`src/rtl/vmecpld_pkg.sv`:
```
// Shared definitions for the WFD125 CPLD VME slave.
//   - A16 address modifier codes accepted by the board window
//   - register index constants (XA[3:1])
//   - bus cycle sequencer state encoding
package vmecpld_pkg;

  localparam logic [5:0] AM_USER  = 6'h29;
  localparam logic [5:0] AM_SUPER = 6'h2D;

  localparam logic [2:0] REG_ID      = 3'd0;
  localparam logic [2:0] REG_CSR     = 3'd1;
  localparam logic [2:0] REG_STAT    = 3'd2;
  localparam logic [2:0] REG_SCRATCH = 3'd3;

  typedef enum logic [2:0] {
    IDLE = 3'd0,
    SEL  = 3'd1,
    ACC  = 3'd2,
    ACK  = 3'd3,
    REL  = 3'd4
  } state_e;

endpackage

```
`src/rtl/sync2.sv`:
```
// Two-flop synchroniser for an asynchronous single-bit input.
//   clk   : destination clock
//   rst_n : asynchronous active-low reset, both flops load RST_VAL
//   d     : asynchronous input
//   q     : synchronised output (two clocks of latency)
module sync2 #(
  parameter logic RST_VAL = 1'b1
) (
  input  logic clk,
  input  logic rst_n,
  input  logic d,
  output logic q
);

  logic meta_q;
  logic sync_q;

  always_ff @(posedge clk or negedge rst_n) begin
    if (!rst_n) begin
      meta_q <= RST_VAL;
      sync_q <= RST_VAL;
    end else begin
      meta_q <= d;
      sync_q <= meta_q;
    end
  end

  assign q = sync_q;

endmodule

```
`src/rtl/vme_reg_ctrl.sv`:
```
// VME A16/D8 slave cycle sequencer and register file for the WFD125 CPLD.
// Decodes the board window, sequences DTACK with active release and owns
// the FPGA configuration controls (PROG_B pulse, mode pins) plus status.
//   CPLDCLK/CRST      : clock, asynchronous active-low reset
//   XA/XAM/XIACK/XGA  : address, modifier, IACK*, geographic address
//   XAS/XDS/XWRITE    : bus strobes (active low), synchronised internally
//   XD_IN/XD_OUT/XD_OE: data in, data out and its output enable
//   DDIR              : transceiver direction, high = board->bus
//   XDTACK/XDTACKOE   : DTACK level and its active-low driver enable
//   DONE/INIT         : FPGA status inputs
//   PROG/M            : FPGA PROG_B (active low) and mode pins
module vme_reg_ctrl
  import vmecpld_pkg::*;
#(
  parameter logic [11:0] BASE_ADDR   = 12'h179,
  parameter logic [5:0]  AM_USER     = vmecpld_pkg::AM_USER,
  parameter logic [5:0]  AM_SUPER    = vmecpld_pkg::AM_SUPER,
  parameter int          TIMEOUT     = 255,
  parameter int          PROG_CYCLES = 64
) (
  input  logic        CPLDCLK,
  input  logic        CRST,
  input  logic [15:0] XA,
  input  logic [5:0]  XAM,
  input  logic        XAS,
  input  logic [1:0]  XDS,
  input  logic        XWRITE,
  input  logic        XIACK,
  input  logic [5:0]  XGA,
  input  logic [7:0]  XD_IN,
  output logic [7:0]  XD_OUT,
  output logic        XD_OE,
  output logic        DDIR,
  output logic        XDTACK,
  output logic        XDTACKOE,
  input  logic        DONE,
  input  logic        INIT,
  output logic        PROG,
  output logic [1:0]  M
);

  localparam int             PW     = $clog2(PROG_CYCLES + 1);
  localparam logic [PW-1:0]  PC_LD  = PW'(PROG_CYCLES);
  localparam logic [7:0]     TO_CNT = 8'(TIMEOUT);

  logic as_s, ds_s, wr_s;

  sync2 #(.RST_VAL(1'b1)) u_sync_as (.clk(CPLDCLK), .rst_n(CRST), .d(XAS),    .q(as_s));
  sync2 #(.RST_VAL(1'b1)) u_sync_ds (.clk(CPLDCLK), .rst_n(CRST), .d(XDS[0]), .q(ds_s));
  sync2 #(.RST_VAL(1'b1)) u_sync_wr (.clk(CPLDCLK), .rst_n(CRST), .d(XWRITE), .q(wr_s));

  // D8 odd-byte only: the even strobe and A0 carry no information here.
  logic unused_bits;
  assign unused_bits = ^{XDS[1], XA[0]};

  state_e          state_q, state_d;
  logic [7:0]      cnt_q, cnt_d;
  logic            armed_q, armed_d;
  logic [2:0]      idx_q, idx_d;
  logic            rd_q, rd_d;
  logic [7:0]      scratch_q, scratch_d;
  logic [1:0]      m_q, m_d;
  logic [PW-1:0]   pcnt_q, pcnt_d;
  logic            prog_q, prog_d;
  logic [7:0]      xd_out_q, xd_out_d;
  logic            xd_oe_q, xd_oe_d;
  logic            ddir_q, ddir_d;
  logic            dtack_q, dtack_d;
  logic            dtackoe_q, dtackoe_d;

  logic            hit;
  logic            prog_busy;
  logic [7:0]      rd_data;

  assign prog_busy = (pcnt_q != '0);

  // armed_q blocks re-decoding the same strobe: AS must be seen high
  // between one accepted cycle and the next.
  assign hit = armed_q && !as_s && XIACK &&
               ((XAM == AM_USER) || (XAM == AM_SUPER)) &&
               (XA[15:4] == BASE_ADDR);

  always_comb begin
    rd_data = 8'h00;
    case (idx_q)
      REG_ID:      rd_data = {2'b00, XGA};
      REG_CSR:     rd_data = {5'b0, m_q, prog_busy};
      REG_STAT:    rd_data = {5'b0, prog_busy, INIT, DONE};
      REG_SCRATCH: rd_data = scratch_q;
      default:     rd_data = 8'h00;
    endcase
  end

  always_comb begin
    state_d   = state_q;
    idx_d     = idx_q;
    rd_d      = rd_q;
    scratch_d = scratch_q;
    m_d       = m_q;
    pcnt_d    = prog_busy ? (pcnt_q - PW'(1)) : pcnt_q;
    xd_out_d  = xd_out_q;
    xd_oe_d   = xd_oe_q;
    ddir_d    = ddir_q;
    dtack_d   = dtack_q;
    dtackoe_d = dtackoe_q;

    unique case (state_q)
      IDLE: begin
        if (hit) begin
          state_d = SEL;
          idx_d   = XA[3:1];
          rd_d    = wr_s;
        end
      end
      SEL: begin
        if (as_s)                 state_d = IDLE;
        else if (!ds_s)           state_d = ACC;
        else if (cnt_q == TO_CNT) state_d = IDLE;
      end
      ACC: begin
        state_d   = ACK;
        dtackoe_d = 1'b0;
        dtack_d   = 1'b0;
        if (rd_q) begin
          xd_out_d = rd_data;
          xd_oe_d  = 1'b1;
          ddir_d   = 1'b1;
        end else begin
          case (idx_q)
            REG_CSR: begin
              m_d = XD_IN[2:1];
              // A request while the pulse is running must not restart it.
              if (XD_IN[0] && !prog_busy) pcnt_d = PC_LD;
            end
            REG_SCRATCH: scratch_d = XD_IN;
            default: ;
          endcase
        end
      end
      ACK: begin
        if (ds_s || (cnt_q == TO_CNT)) begin
          state_d = REL;
          // Drive DTACK high for one cycle before tri-stating it.
          dtack_d = 1'b1;
          xd_oe_d = 1'b0;
          ddir_d  = 1'b0;
        end
      end
      REL: begin
        state_d   = IDLE;
        dtackoe_d = 1'b1;
      end
      default: state_d = IDLE;
    endcase

    if (state_d != state_q)  cnt_d = 8'h00;
    else if (cnt_q == 8'hFF) cnt_d = cnt_q;
    else                     cnt_d = cnt_q + 8'h01;

    if (as_s)                          armed_d = 1'b1;
    else if ((state_q == IDLE) && hit) armed_d = 1'b0;
    else                               armed_d = armed_q;

    prog_d = (pcnt_d == '0);
  end

  always_ff @(posedge CPLDCLK or negedge CRST) begin
    if (!CRST) begin
      state_q   <= IDLE;
      cnt_q     <= 8'h00;
      armed_q   <= 1'b0;
      idx_q     <= 3'd0;
      rd_q      <= 1'b0;
      scratch_q <= 8'h00;
      m_q       <= 2'b11;
      pcnt_q    <= '0;
      prog_q    <= 1'b1;
      xd_out_q  <= 8'h00;
      xd_oe_q   <= 1'b0;
      ddir_q    <= 1'b0;
      dtack_q   <= 1'b1;
      dtackoe_q <= 1'b1;
    end else begin
      state_q   <= state_d;
      cnt_q     <= cnt_d;
      armed_q   <= armed_d;
      idx_q     <= idx_d;
      rd_q      <= rd_d;
      scratch_q <= scratch_d;
      m_q       <= m_d;
      pcnt_q    <= pcnt_d;
      prog_q    <= prog_d;
      xd_out_q  <= xd_out_d;
      xd_oe_q   <= xd_oe_d;
      ddir_q    <= ddir_d;
      dtack_q   <= dtack_d;
      dtackoe_q <= dtackoe_d;
    end
  end

  assign XD_OUT   = xd_out_q;
  assign XD_OE    = xd_oe_q;
  assign DDIR     = ddir_q;
  assign XDTACK   = dtack_q;
  assign XDTACKOE = dtackoe_q;
  assign PROG     = prog_q;
  assign M        = m_q;

endmodule

```
`config.mk`:
```
export PLATFORM = sky130hd
export DESIGN_NAME = vme_reg_ctrl
export DESIGN_NICKNAME = d
export VERILOG_FILES = /design/src/rtl/vmecpld_pkg.sv /design/src/rtl/sync2.sv /design/src/rtl/vme_reg_ctrl.sv
export SDC_FILE = /design/constraint.sdc
export NUM_CORES = 1
export LEC_CHECK = 0
export CORE_MARGIN = 2
export CORE_UTILIZATION = 50
export DETAILED_ROUTE_END_ITERATION = 10
export PLACE_DENSITY = 0.81
export RECOVER_POWER = 25
export SLEW_MARGIN = 40
export SYNTH_ARGS = -nofsm -noshare
export SYNTH_HDL_FRONTEND = slang
export SYNTH_SLANG_ARGS = --single-unit
```
`constraint.sdc`:
```
create_clock -name CPLDCLK -period 2.45 [get_ports CPLDCLK]
set_input_delay 0.6125 -clock CPLDCLK [delete_from_list [all_inputs] [get_ports CPLDCLK]]
set_output_delay 0.6125 -clock CPLDCLK [all_outputs]
set_load 0.02 [all_outputs]
```
# After elaboration in Yosys (flattened, before gate mapping)
# Index checks and enable logic that the tools add are counted.
# word_totals
reg_bits	51
inputBits	45
out_inout_bits	15
word_cells	82
# classes
add_sub_neg	2
eq_ne	15
muxes	22
bitwise_logic	1
reduce_logical	23
# op_table
cell	n
two-way mux 7 bit	5
case mux 8 bit (4 select lines)	1
two-way mux 8 bit	2
two-way mux 3 bit	5
== test 12 x 9 -> 1 bit, second input constant	1
== test 3 x 2 -> 1 bit, second input constant	4
== test 6 bit, second input constant	2
case mux 3 bit (4 select lines)	1
AND reduction 3 bit	3
adder 8 x 1 -> 8 bit, second input constant	1
== test 8 bit, second input constant	1
logical NOT 7 bit	1
nonzero test 7 bit	1
subtractor 7 x 1 -> 7 bit, second input constant	1
== test 3 x 1 -> 1 bit, second input constant	2
logical AND 1 bit	6
logical NOT 3 bit	2
case mux 1 bit (2 select lines)	3
AND reduction 2 bit	3
nonzero test 2 bit	3
two-way mux 1 bit	5
inequality test 2 bit, second input constant	2
== test 3 bit, second input constant	1
inequality test 3 bit	1
other kinds (4)	6

# Logic depth before layout (Yosys ltp)
# depth
depth_word	9
depth_mapped	6
ltp_nobuf	6

# Hierarchy
# A second synthesis with hierarchy kept.
# hier_totals
cells_unflattened	213
hier_area_um2	2438.6
# by_module_without_submodules
module	instances	cells_each	area_each_um2	seq_area_each_um2
vme_reg_ctrl	1	207	2280.9	1132.3
sync2	3	2	52.6	52.6

# Worst setup path before layout
# OpenSTA, ideal clock, no wires.
# synth_path
kind	input to register
startpoint	input port XAM[4]
endpoint	register idx_q[0]
setup_time_ns	0.125
arrival_time_ns	1.668
required_ns	2.325
slack_ns	0.657
path_stages	5
path_buffers	1
path_cell_list	nand4b_1 > nor4_1 > and3_1 > buf_2 > mux2_2
# synth_between
elab_chain_cells	5
elab_cells_between_ends	6
classes_between	eq/ne: 2; reduce/logical: 4
# synth_rtl
item	line_no	rtl
from (decl)	vme_reg_ctrl.sv:24	input logic [5:0] XAM,
== test 6 bit	vme_reg_ctrl.sv:80	((XAM == AM_USER) || (XAM == AM_SUPER)) &&
logical OR 1 bit *	vme_reg_ctrl.sv:80	
logical AND 1 bit *	vme_reg_ctrl.sv:79	assign hit = armed_q && !as_s && XIACK &&
logical AND 1 bit *	vme_reg_ctrl.sv:80	
AND reduction 2 bit (no line) *	--	
to (signal assigned)	vme_reg_ctrl.sv:187	idx_q <= idx_d;
to (decl)	vme_reg_ctrl.sv:59	logic [2:0] idx_q, idx_d;
# Every way passes the cells marked *; elsewhere a longest branch is shown, timed or not.
# A chain may end at the register's enable or synchronous reset.

# Worst setup path after layout
# layout_path
startpoint	input port XAM[0]
endpoint	register idx_q[1]
# The elaborated chain is that of the path after synthesis.

==> summary.txt <==
Worst setup path
  – Setup crit start: XAM[0]
  – CP startpoint kind: input pin
  – WS Path Type: input pin to flop
  – End of the critical path: idx_q[1]
  – Data arrival time of the worst path: 2.28 ns
  – R2r setup slk: 0.55 ns
  – CP Max Fanout: 6
  – Critical path endpoint category: flop
  – Reg2reg start: pcnt_q[0]
  – Worst Path Required: ~2.6 ns
  – Worst Reg-to-Reg Cells: 6
  – Worst reg2reg path endpoint: XD_OUT[0]

Clock tree
  – TritonCTS buffer count: 5
  – Cts hold-fix bufs: 0
  – Post_cts resized: 0
  – H-Tree Depth: 2
  – # clock sinks: 51
  – CTS root buffer: clkbuf_8
  – Number of post-CTS setup repair buffers: 0
  – TritonCTS clock tree: yes
  – Worst-path clk slew: 0.08 ns
  – Max clock buf depth: 2
  – Clk_lat worst skew: ~0.30 ns

Synthesis
  – Synth unique cells: 54
  – Multiplexer area fraction after synthesis: 9.278%
  – Main combinational cell family by area after synthesis: simple AND/OR/NAND/NOR gates
  – Synthesized area: 2374 um^2
  – Register area share after synthesis: 54.35%
  – XOR/XNOR share of the synthesized area: under 10%
  – Post-synthesis adder-cell area fraction: 1.054%
  – Yosys Warn Count: 0
  – Syn_nets: between 200 and 300
  – Main synth FF type: dfrtp_1
  – Simple-Gate Fraction of Synth Area: between 15 and 20%
  – Seq cells post-synth: 51
  – Syn avg cell area: 11.58 um^2
  – Post-synthesis compound-gate area fraction: around 14%
  – Mapped Cells: slightly above 200
  – Number of flops mapped to enable cells by yosys: 0
  – Fraction of registers with async set/reset: 100.0%

Cells and area
  – Register area: roughly 1300 um^2
  – Post-Route Utilization: about two thirds
  – Multi-input gate area: 1028 um^2
  – Ant. Diodes: 0
  – Share of cells above drive strength 1: 16.73%
  – Filler cell count: 380
  – Area delta synth->final: 28.94%
  – Layout Nets: 309

Timing
  – Final Max Tran Viols: 0
  – Slew at the pin closest to its max-slew limit: approximately 1.3 ns
  – Hold Fails Final Rpt: 0
  – Period minus WS final: 2.089 ns
  – Slew headroom: 12.39%
  – Setup_tns: 0 ns
  – Max Clk Rate: 478.8 MHz
  – Worst clock skew: 0.004720 ns
  – Unrepaired setup endpoints after global routing: false
  – Period utilisation layout: 85.25%
  – Setup Viol. Count Final: 0

Pwr
  – Pwr/cell area: 610.4 nW/um^2
  – Pint: approximately 1.3 mW
  – Net Sw Power: roughly 540 uW
  – Gate power share: 21.8%
  – P_leak: approximately 1.3 nW
  – Flop pwr share: 53.2%
  – Clk pwr share: approximately 25%
  – Peak VDD IR: 0.3957 mV
  – Sw Share: 28.90%

Floorplan
  – Num ports: 60
  – Initial core utilization: between 50% and 60%
  – Core Region: 4661 um^2
  – Die width: 72.90 um
  – Die H: 72.90 um
  – Rows: 25
  – DIE AREA: 5314 um^2

Run status
  – Status: finished, final reports clean

Detailed routing
  – Drt wl/cell: roughly 15 um
  – Initial drt markers: 89
  – Via count: 1784
  – DRC: 0
  – Vias per cell: between 5 and 6
  – ANT nets after route: 0
  – Drt first pass iters: 6
  – Aggregate routed wire length: 4.808 mm

Flow run
  – Max Cap Viol: 0

Global route
  – Vias in the first global route: roughly 1700
  – Largest net degree at the start of global routing: 29
  – GRT Util Overall: roughly a fifth
  – Global route overflow: 0
  – First-pass GRT wire length: about 7.9 mm
  – Antenna violations before repair: 0

Min path
  – Min-delay worst type: flop to flop

Placed design
  – Placer Congestion: between 0.7 and 0.8
  – Port bufs: 56
  – Post-DP HPWL: 3.574 mm
[state kept, by name, indices dropped and copies added (netlist names)]
| signal | flops |
|---|---|
| XD_OUT | 8 |
| cnt_q | 8 |
| scratch_q | 8 |
| pcnt_q | 7 |
| idx_q | 3 |
| state_q | 3 |
| M | 2 |
| DDIR | 1 |
| PROG | 1 |
| XDTACK | 1 |
| XDTACKOE | 1 |
| armed_q | 1 |
| rd_q | 1 |
| u_sync_as.meta_q | 1 |
| u_sync_as.q | 1 |
| u_sync_ds.meta_q | 1 |
| u_sync_ds.q | 1 |
| u_sync_wr.meta_q | 1 |
| u_sync_wr.q | 1 |
[per-stage QoR]
| step | power [mW] | cells | worst slack [ns] | instance area [um^2] | hold WS [ns] |
|---|---|---|---|---|---|
| after floorplan | 1.240 | 205 | 0.6570 | 2374 | 0.3169 |
| after detailed placement | 1.419 | 309 | 0.02192 | 2980 | 0.3468 |
| after global placement | 1.401 | 309 | 0.07392 | 2980 | 0.3463 |
| after global routing | 1.961 | 317 | 0.2937 | 3060 | 0.3608 |
| final | 1.868 | 317 | 0.3615 | 3060 | 0.3584 |
| after CTS | 1.887 | 317 | 0.3574 | 3062 | 0.3015 |
[synth_stat cells, drive strengths merged, types with 2 or more instances]
cell type | n | area share [%]
and4 | 2 | 0.74
nor3 | 6 | 1.5
mux2i | 4 | 1.7
buf | 6 | 1.3
o21a | 2 | 0.63
a22oi | 3 | 0.95
nand2 | 19 | 3.1
and2b | 2 | 0.69
nand4bb | 2 | 0.95
a22o | 2 | 0.74
ha | 2 | 1.1
a211o | 2 | 0.74
nor3b | 2 | 0.63
nor4b | 2 | 1.3
o21ai | 10 | 2.1
nand4b | 2 | 0.74
nand3 | 7 | 1.7
nor2 | 12 | 1.9
inv | 5 | 0.79
and2 | 3 | 0.84
mux2 | 14 | 6.6
o31ai | 4 | 1.3
xnor2 | 4 | 1.5
nand4 | 3 | 0.79
dfstp | 11 | 12
and3 | 4 | 1.1
dfrtp | 40 | 42
a21oi | 12 | 3.0
[cell families after synthesis]
| logic type | after synthesis |
|---|---|
| simple gates | 70 |
| flops | 51 |
| compound gates | 46 |
| mux | 19 |
| buf+inv | 12 |
| xor+xnor | 5 |
| fa+ha+maj | 2 |
[metal layers]
metal | GRT usage, % | wire length (um)
met1 | 26.72 | 2178
met2 | 31.11 | 2371
met3 | 4.420 | 182
met4 | 6.379 | 76
met5 | 0 | 0
[power by group through the flow]
stage | clock network (mW) | registers [mW] | logic (mW)
finish | 0.467 | 0.994 | 0.407
global route | 0.505 | 1.01 | 0.451
CTS | 0.482 | 0.992 | 0.413
detailed placement | 0 | 1.01 | 0.412
global placement | 0 | 1.01 | 0.395
floorplan | 0 | 1.01 | 0.227
[how the worst min path moves through the flow]
stage | startpoint | end | slack (ns) | cells past startpoint
after global placement | u_sync_ds.meta_q | u_sync_ds.q | 0.35 | 0
after CTS | CRST | pcnt_q[1] | 0.30 | 1
after global routing | u_sync_ds.meta_q | u_sync_ds.q | 0.36 | 0
after detailed placement | u_sync_ds.meta_q | u_sync_ds.q | 0.35 | 0
after floorplan | CRST | DDIR | 0.32 | 0
final | u_sync_ds.meta_q | u_sync_ds.q | 0.36 | 0
[cells in the final DEF, fill, tap and decap left out, types with 2 or more instances in the layout]
cell	count
nor3_1	5
mux2_2	14
clkdlybuf4s50_1	52
xnor2_1	4
nand4bb_1	2
mux2i_1	4
a22o_1	2
nor4b_2	2
nand2_1	18
nand4_1	3
clkbuf_8	5
o31ai_1	4
o21ai_0	10
ha_1	2
o21a_1	2
nor2_1	12
and4_1	2
dfrtp_1	40
nor3b_1	2
nand4b_1	2
a22oi_1	3
a211o_1	2
dlygate4sd3_1	3
a21oi_1	11
inv_1	5
nand3_1	6
clkbuf_1	3
dfstp_2	11
and3_1	4
and2_1	2
[final cells by class]
type,instances,area share [%]
Clock buffer,7,2.494
Clock inverter,1,0.1635
Inverter,5,0.6132
Multi-Input combinational cell,142,33.61
Sequential cell,51,42.15
Tap cell,54,2.208
Timing Repair Buffer,57,18.77
[worst max-delay path: stages]
cell,delay [ns]
clkdlybuf4s50_1,0.47
nand4b_1,0.11
nor4_1,0.32
and3_1,0.39
mux2_2,0.37
Power figures use the tool's default switching activity.
